===== src/rtl/alu_result_display.sv =====
// ---------------------------------------------------------------------------
// alu_result_display
//   Display back-end for the 6-bit ALU. The ALU result X (two's complement),
//   its flags and the function select are registered every cycle. When the
//   registered inputs differ from what is on the display, a sequential
//   double-dabble converter turns |X| into two BCD digits. The finished digits
//   and the flags are then committed together. A free-running scanner
//   time-multiplexes the four-digit 7-segment display.
//
//   Ports
//     clk      system clock, rising edge
//     rst      synchronous reset, active-high
//     X        ALU result, two's complement
//     OVF      ALU flags {c_out, overflow}
//     fxn      ALU function select, shown on the rightmost digit
//     hold     1 = do not start new conversions (display frozen)
//     seg      cathodes, active-low, {g,f,e,d,c,b,a}
//     dp       decimal point, active-low, always off
//     an       anodes, active-low, an[0] = rightmost digit
//     led_ovf  flags of the snapshot currently displayed
//     busy     conversion in flight (LOAD/SHIFT/DONE)
//
//   Digit layout (3..0): sign ('-' or blank), tens (blank if 0), ones, fxn.
// ---------------------------------------------------------------------------
module alu_result_display #(
  parameter int REFRESH_DIV = 100000
) (
  input  logic       clk,
  input  logic       rst,
  input  logic [5:0] X,
  input  logic [1:0] OVF,
  input  logic [2:0] fxn,
  input  logic       hold,
  output logic [6:0] seg,
  output logic       dp,
  output logic [3:0] an,
  output logic [1:0] led_ovf,
  output logic       busy
);

  localparam int CW = (REFRESH_DIV > 2) ? $clog2(REFRESH_DIV) : 1;
  localparam logic [CW-1:0] CNT_MAX = CW'(REFRESH_DIV - 1);

  localparam logic [6:0] SEG_BLANK = 7'h7F;
  localparam logic [6:0] SEG_DASH  = 7'h3F;

  typedef enum logic [1:0] {
    S_IDLE,
    S_LOAD,
    S_SHIFT,
    S_DONE
  } state_t;

  // Everything that defines what the display shows, compared as one word.
  typedef struct packed {
    logic [5:0] x;
    logic [1:0] ovf;
    logic [2:0] fxn;
  } snap_t;

  function automatic logic [6:0] seg_enc(input logic [3:0] d);
    logic [6:0] s;
    case (d)
      4'd0:    s = 7'h40;
      4'd1:    s = 7'h79;
      4'd2:    s = 7'h24;
      4'd3:    s = 7'h30;
      4'd4:    s = 7'h19;
      4'd5:    s = 7'h12;
      4'd6:    s = 7'h02;
      4'd7:    s = 7'h78;
      4'd8:    s = 7'h00;
      4'd9:    s = 7'h10;
      default: s = SEG_BLANK;
    endcase
    return s;
  endfunction

  // -------------------------------------------------------------------------
  // Input sampling
  // -------------------------------------------------------------------------
  snap_t in_q;

  always_ff @(posedge clk) begin
    in_q <= {X, OVF, fxn};
  end

  // -------------------------------------------------------------------------
  // Conversion FSM
  // -------------------------------------------------------------------------
  state_t state, nxt;
  snap_t  snap, last;
  logic   valid;
  logic [2:0] sh_cnt;
  logic   load_en, shift_en, commit_en;

  always_ff @(posedge clk) begin
    if (rst) state <= S_IDLE;
    else     state <= nxt;
  end

  always_comb begin
    nxt = state;
    case (state)
      // valid=0 forces one conversion after reset even if X matches 'last'.
      S_IDLE:  if (!hold && (!valid || in_q != last)) nxt = S_LOAD;
      S_LOAD:  nxt = S_SHIFT;
      S_SHIFT: if (sh_cnt == 3'd5) nxt = S_DONE;
      S_DONE:  nxt = S_IDLE;
      default: nxt = S_IDLE;
    endcase
  end

  always_comb begin
    busy      = (state != S_IDLE);
    load_en   = (state == S_LOAD);
    shift_en  = (state == S_SHIFT);
    commit_en = (state == S_DONE);
  end

  // -------------------------------------------------------------------------
  // Double-dabble datapath
  // -------------------------------------------------------------------------
  logic       sign;
  logic [5:0] mag, mag_abs;
  logic [7:0] bcd, bcd_adj;

  // -32 negates to itself in 6 bits, which read unsigned is 32 as wanted.
  assign mag_abs = in_q.x[5] ? 6'(-in_q.x) : in_q.x;

  always_comb begin
    bcd_adj = bcd;
    if (bcd[3:0] >= 4'd5) bcd_adj[3:0] = bcd[3:0] + 4'd3;
    if (bcd[7:4] >= 4'd5) bcd_adj[7:4] = bcd[7:4] + 4'd3;
  end

  logic [3:0][6:0] disp;

  always_ff @(posedge clk) begin
    if (rst) begin
      valid   <= 1'b0;
      last    <= '0;
      snap    <= '0;
      sign    <= 1'b0;
      mag     <= '0;
      bcd     <= '0;
      sh_cnt  <= '0;
      disp    <= {4{SEG_BLANK}};
      led_ovf <= '0;
    end else begin
      if (load_en) begin
        snap   <= in_q;
        sign   <= in_q.x[5];
        mag    <= mag_abs;
        bcd    <= '0;
        sh_cnt <= '0;
      end
      if (shift_en) begin
        // Tens never exceeds 3, so the top adjusted bit is always 0.
        {bcd, mag} <= {bcd_adj[6:0], mag, 1'b0};
        sh_cnt     <= sh_cnt + 3'd1;
      end
      if (commit_en) begin
        // Digits and LEDs come from one snapshot and update on one edge.
        disp[3] <= sign ? SEG_DASH : SEG_BLANK;
        disp[2] <= (bcd[7:4] == 4'd0) ? SEG_BLANK : seg_enc(bcd[7:4]);
        disp[1] <= seg_enc(bcd[3:0]);
        disp[0] <= seg_enc({1'b0, snap.fxn});
        led_ovf <= snap.ovf;
        last    <= snap;
        valid   <= 1'b1;
      end
    end
  end

  // -------------------------------------------------------------------------
  // Display scan: independent of the converter. an and seg are both
  // registered from the same digit index, so they always switch together.
  // -------------------------------------------------------------------------
  logic [CW-1:0] cnt;
  logic [1:0]    idx;

  always_ff @(posedge clk) begin
    if (rst) begin
      cnt <= '0;
      idx <= '0;
      seg <= SEG_BLANK;
      an  <= 4'hF;
    end else begin
      if (cnt == CNT_MAX) begin
        cnt <= '0;
        idx <= idx + 2'd1;
      end else begin
        cnt <= cnt + 1'b1;
      end
      seg <= disp[idx];
      an  <= ~(4'b0001 << idx);
    end
  end

  assign dp = 1'b1;

endmodule


===== config.mk =====
export PLATFORM = sky130hd
export DESIGN_NAME = alu_result_display
export DESIGN_NICKNAME = d
export VERILOG_FILES = /design/src/rtl/alu_result_display.sv
export SDC_FILE = /design/constraint.sdc
export NUM_CORES = 1
export LEC_CHECK = 0
export CORE_MARGIN = 2
export CORE_UTILIZATION = 55
export CTS_CLUSTER_DIAMETER = 30
export CTS_CLUSTER_SIZE = 8
export DETAILED_ROUTE_END_ITERATION = 7
export PLACE_DENSITY = 0.82
export SLEW_MARGIN = 20
export SYNTH_ARGS = -nofsm -noshare
export SYNTH_HDL_FRONTEND = slang
export SYNTH_SLANG_ARGS = --single-unit

===== constraint.sdc =====
create_clock -name clk -period 4.7 [get_ports clk]
set_input_delay 0.94 -clock clk [delete_from_list [all_inputs] [get_ports clk]]
set_output_delay 0.94 -clock clk [all_outputs]
set_load 0.005 [all_outputs]

==> impl_metrics.csv <==
group,metric,value,unit
logic_synthesis,async_flop_share,0,
clock_network,cts-root-buf,"clkbuf_8",
grt,busiest_layer,"met2",
routing,firstDrtPassIters,4,
clock_network,clk_pin_slew_worst_paths,0.10,ns
placed_design,port_buffers,27,
logic_synthesis,yosys.cell_types.count,61,
floorplanning,ioPinCount,29,
setup_path,arrival,3.46,ns
logic_synthesis,yosysMostFrequentCell,"dfxtp_1",
min_path,whs_path_depth,1,
outcome,status,"finished clean",
floorplanning,core.rowCount,34,
floorplanning,die_width,99.80,um
power,worst_ir_drop_vdd,0.2332,mV
logic_synthesis,yosysWarnings,0,
logic_synthesis,synthTopCellsByCount,"112 x dfxtp_1, 66 x nor2_1, 30 x ha_1",
logic_synthesis,synth_top_area_frac,0.4442,
clock_network,cts_tree,"yes",
clock_network,post_cts_buffers,0,
logic_synthesis,syn_inst,538,
timing,finalCritPeriodShare,0.6836,
timing,hold_viol,0,
power,leakage,2.047,nW
job,cap_violations,0,
placed_design,dpl_worst_slack,1.576,ns
routing,wl_per_cell,13.51,um
timing,rsz0062_at_grt,"false",
grt,overflow,0,
timing,slew_headroom,0.3733,
floorplanning,die_area,9959,um2
logic_synthesis,yosys.area.top_type,"dfxtp_1",
cells_and_area,seq_area,2242,um2
timing,max_freq,311.2,MHz
routing,ant_nets,0,
timing,tightestPinTransition,0.9401,ns
logic_synthesis,synth.avg_cell_area,9.382,um2
cells_and_area,syn2layout_area_growth,9.594,%
setup_path,endpoint_kind,"register",
logic_synthesis,synth-seq-cells,112,
clock_network,ctsHtreeMaxLevel,3,
power,powerDensity,384.4,nW/um2
clock_network,clk-insertion-delay-late,0.37,ns
setup_path,worst_ep_required_time,4.95,ns
placed_design,place.detailed.hpwl,6.220,mm
grt,gr-usage-met1,0.2329,
placed_design,gp_congestion,0.8323,
logic_synthesis,netlist_area,5047,um2
min_path,hp-class,"register to register",
clock_network,numCtsBuffers,9,
timing,setup_tns,0,ns
timing,skew,0.01130,ns
cells_and_area,drive_above_1_share,0.06364,
logic_synthesis,synth_area_leaders,"dfxtp_1 44%, ha_1 7.4%, mux2i_1 5.4%",
cells_and_area,diodes,0,
logic_synthesis,synth_enable_flop_cells,0,
timing,postLayoutSetupSlackWorst,1.487,ns
floorplanning,core,8806,um2
logic_synthesis,synth.net_count,582,
grt,use_met2,0.3306,
grt,grt_use_total,0.1893,
cells_and_area,final_cells,658,
timing,drv_slew,0,
routing,routed_wl,8.889,mm
grt,first_global_vias,3475,
setup_path,cp-start-kind,"register",
clock_network,cts_sinks,112,
routing,drtIter0Drc,188,
clock_network,clock_path_buffers,2,
setup_path,crit_path_start,"state[0]",
placed_design,dp.cells,643,
cells_and_area,fill_cells,737,
routing,post_drt_via_cell_ratio,5.514,
routing,num_vias,3628,
logic_synthesis,synth_seq_area_share,0.4442,
grt,grtUsageMet3,0.03552,
routing,drc,0,
setup_path,path_class,"register to register",
grt,grt_max_degree,49,
grt,grt_pass1_wl,15.46,mm
power,p_total,2.126,mW
logic_synthesis,synth_flop_cell,"dfxtp_1",
clock_network,postCtsResizedCells,0,
grt,antenna_found_initial,0,
setup_path,reg2reg_slack,1.49,ns
setup_path,worstRegToRegCells,10,
clock_network,ctsHoldBuffers,0,
setup_path,rr_startpoint,"state[0]",
floorplanning,die_y,99.80,um
floorplanning,start_util,0.5732,
cells_and_area,multi_input_area,2557,um2
timing,period_needed,3.213,ns
cells_and_area,nets,590,
timing,setup_viol,0,
setup_path,cp_max_fo,21,
state kept, by name, indices dropped and copies added (netlist names), named ones only:
register  count
cnt          17
an            4
in_q         11
mag           6
sh_cnt        3
disp         22
seg           7
state         2
bcd           8
last         11
valid         1
idx           2
snap         11
worst min path at each step:
stage            from      to
6_report       cnt[0]  cnt[0]
3_3_place_gp   cnt[0]  cnt[0]
3_5_place_dp   cnt[0]  cnt[0]
2_1_floorplan  cnt[0]  cnt[0]
4_1_cts        cnt[0]  cnt[0]
5_1_grt        cnt[0]  cnt[0]
metrics by stage:
step | area [um2] | hold WS [ns] | utilization
after floorplan | 5047 | 0.4132 | -
after global routing | 5532 | 0.4891 | 0.6282
after CTS | 5532 | 0.4457 | 0.6282
after detailed placement | 5313 | 0.4300 | 0.6033
final | 5532 | 0.4446 | 0.6282
after global placement | 5313 | 0.4240 | 0.6033
metal layers:
metal  wire length [um]  vias up
met1               4022     1693
li1                   -     1858
met3                285       12
met4                171        0
met2               4409       65
met5                  0        -
worst max-delay path, cell delays in order, from the launching register on:
cell and delay [ns]:
dfxtp_1 0.39, inv_1 0.10, ha_1 0.67, inv_1 0.35, a2111oi_0 0.42, or3_4 0.24, nor2b_1 0.25, inv_1 0.13
ha_1 0.21, nor4_1 0.26, a211oi_1 0.08
power by group:
part	leakage [nW]	switching, mW	internal (mW)
Combinational	1.03	0.254	0.179
Sequential	0.911	0.0497	1.02
Clock	0.110	0.312	0.315
Total	2.05	0.615	1.51
final cells by class:
cell class | instances | share of cell area
well taps | 108 | 0.02443
clock buffers | 11 | 0.02556
repair buffers | 29 | 0.05067
multi-input cells | 368 | 0.4623
inverters | 26 | 0.01764
flip-flops and latches | 112 | 0.4053
clock inverters | 4 | 0.01402
cells by family after synthesis:
group                    count (synthesis)  share of synthesized area
buffers and inverters                   58                    0.04908
AND/OR/NAND/NOR                        185                     0.1857
multiplexers                            34                    0.07139
flip-flops                             112                     0.4442
AO/OA/AOI/OAI                           86                     0.1190
adder cells (fa/ha/maj)                 30                    0.07437
XOR/XNOR                                32                    0.05553
other                                    1                  0.0007430
layout by cell type (no fill, tap or decap), drive strengths merged, types with 2 or more instances in the layout:
cell type	instances
a211o	7
a211oi	7
a21o	2
a21oi	19
a221oi	4
and3	12
and4	3
buf	3
bufinv	2
clkbuf	11
clkdlybuf4s50	26
dfxtp	112
ha	30
inv	27
mux2	6
mux2i	27
nand2	29
nand2b	25
nand3	10
nand4	9
nor2	66
nor2b	9
nor3	7
nor3b	2
nor4	4
o211ai	3
o21ai	15
o22ai	14
o31ai	3
or2	2
or3	3
xnor2	24
xor2	8
Power figures use the tool's default switching activity.
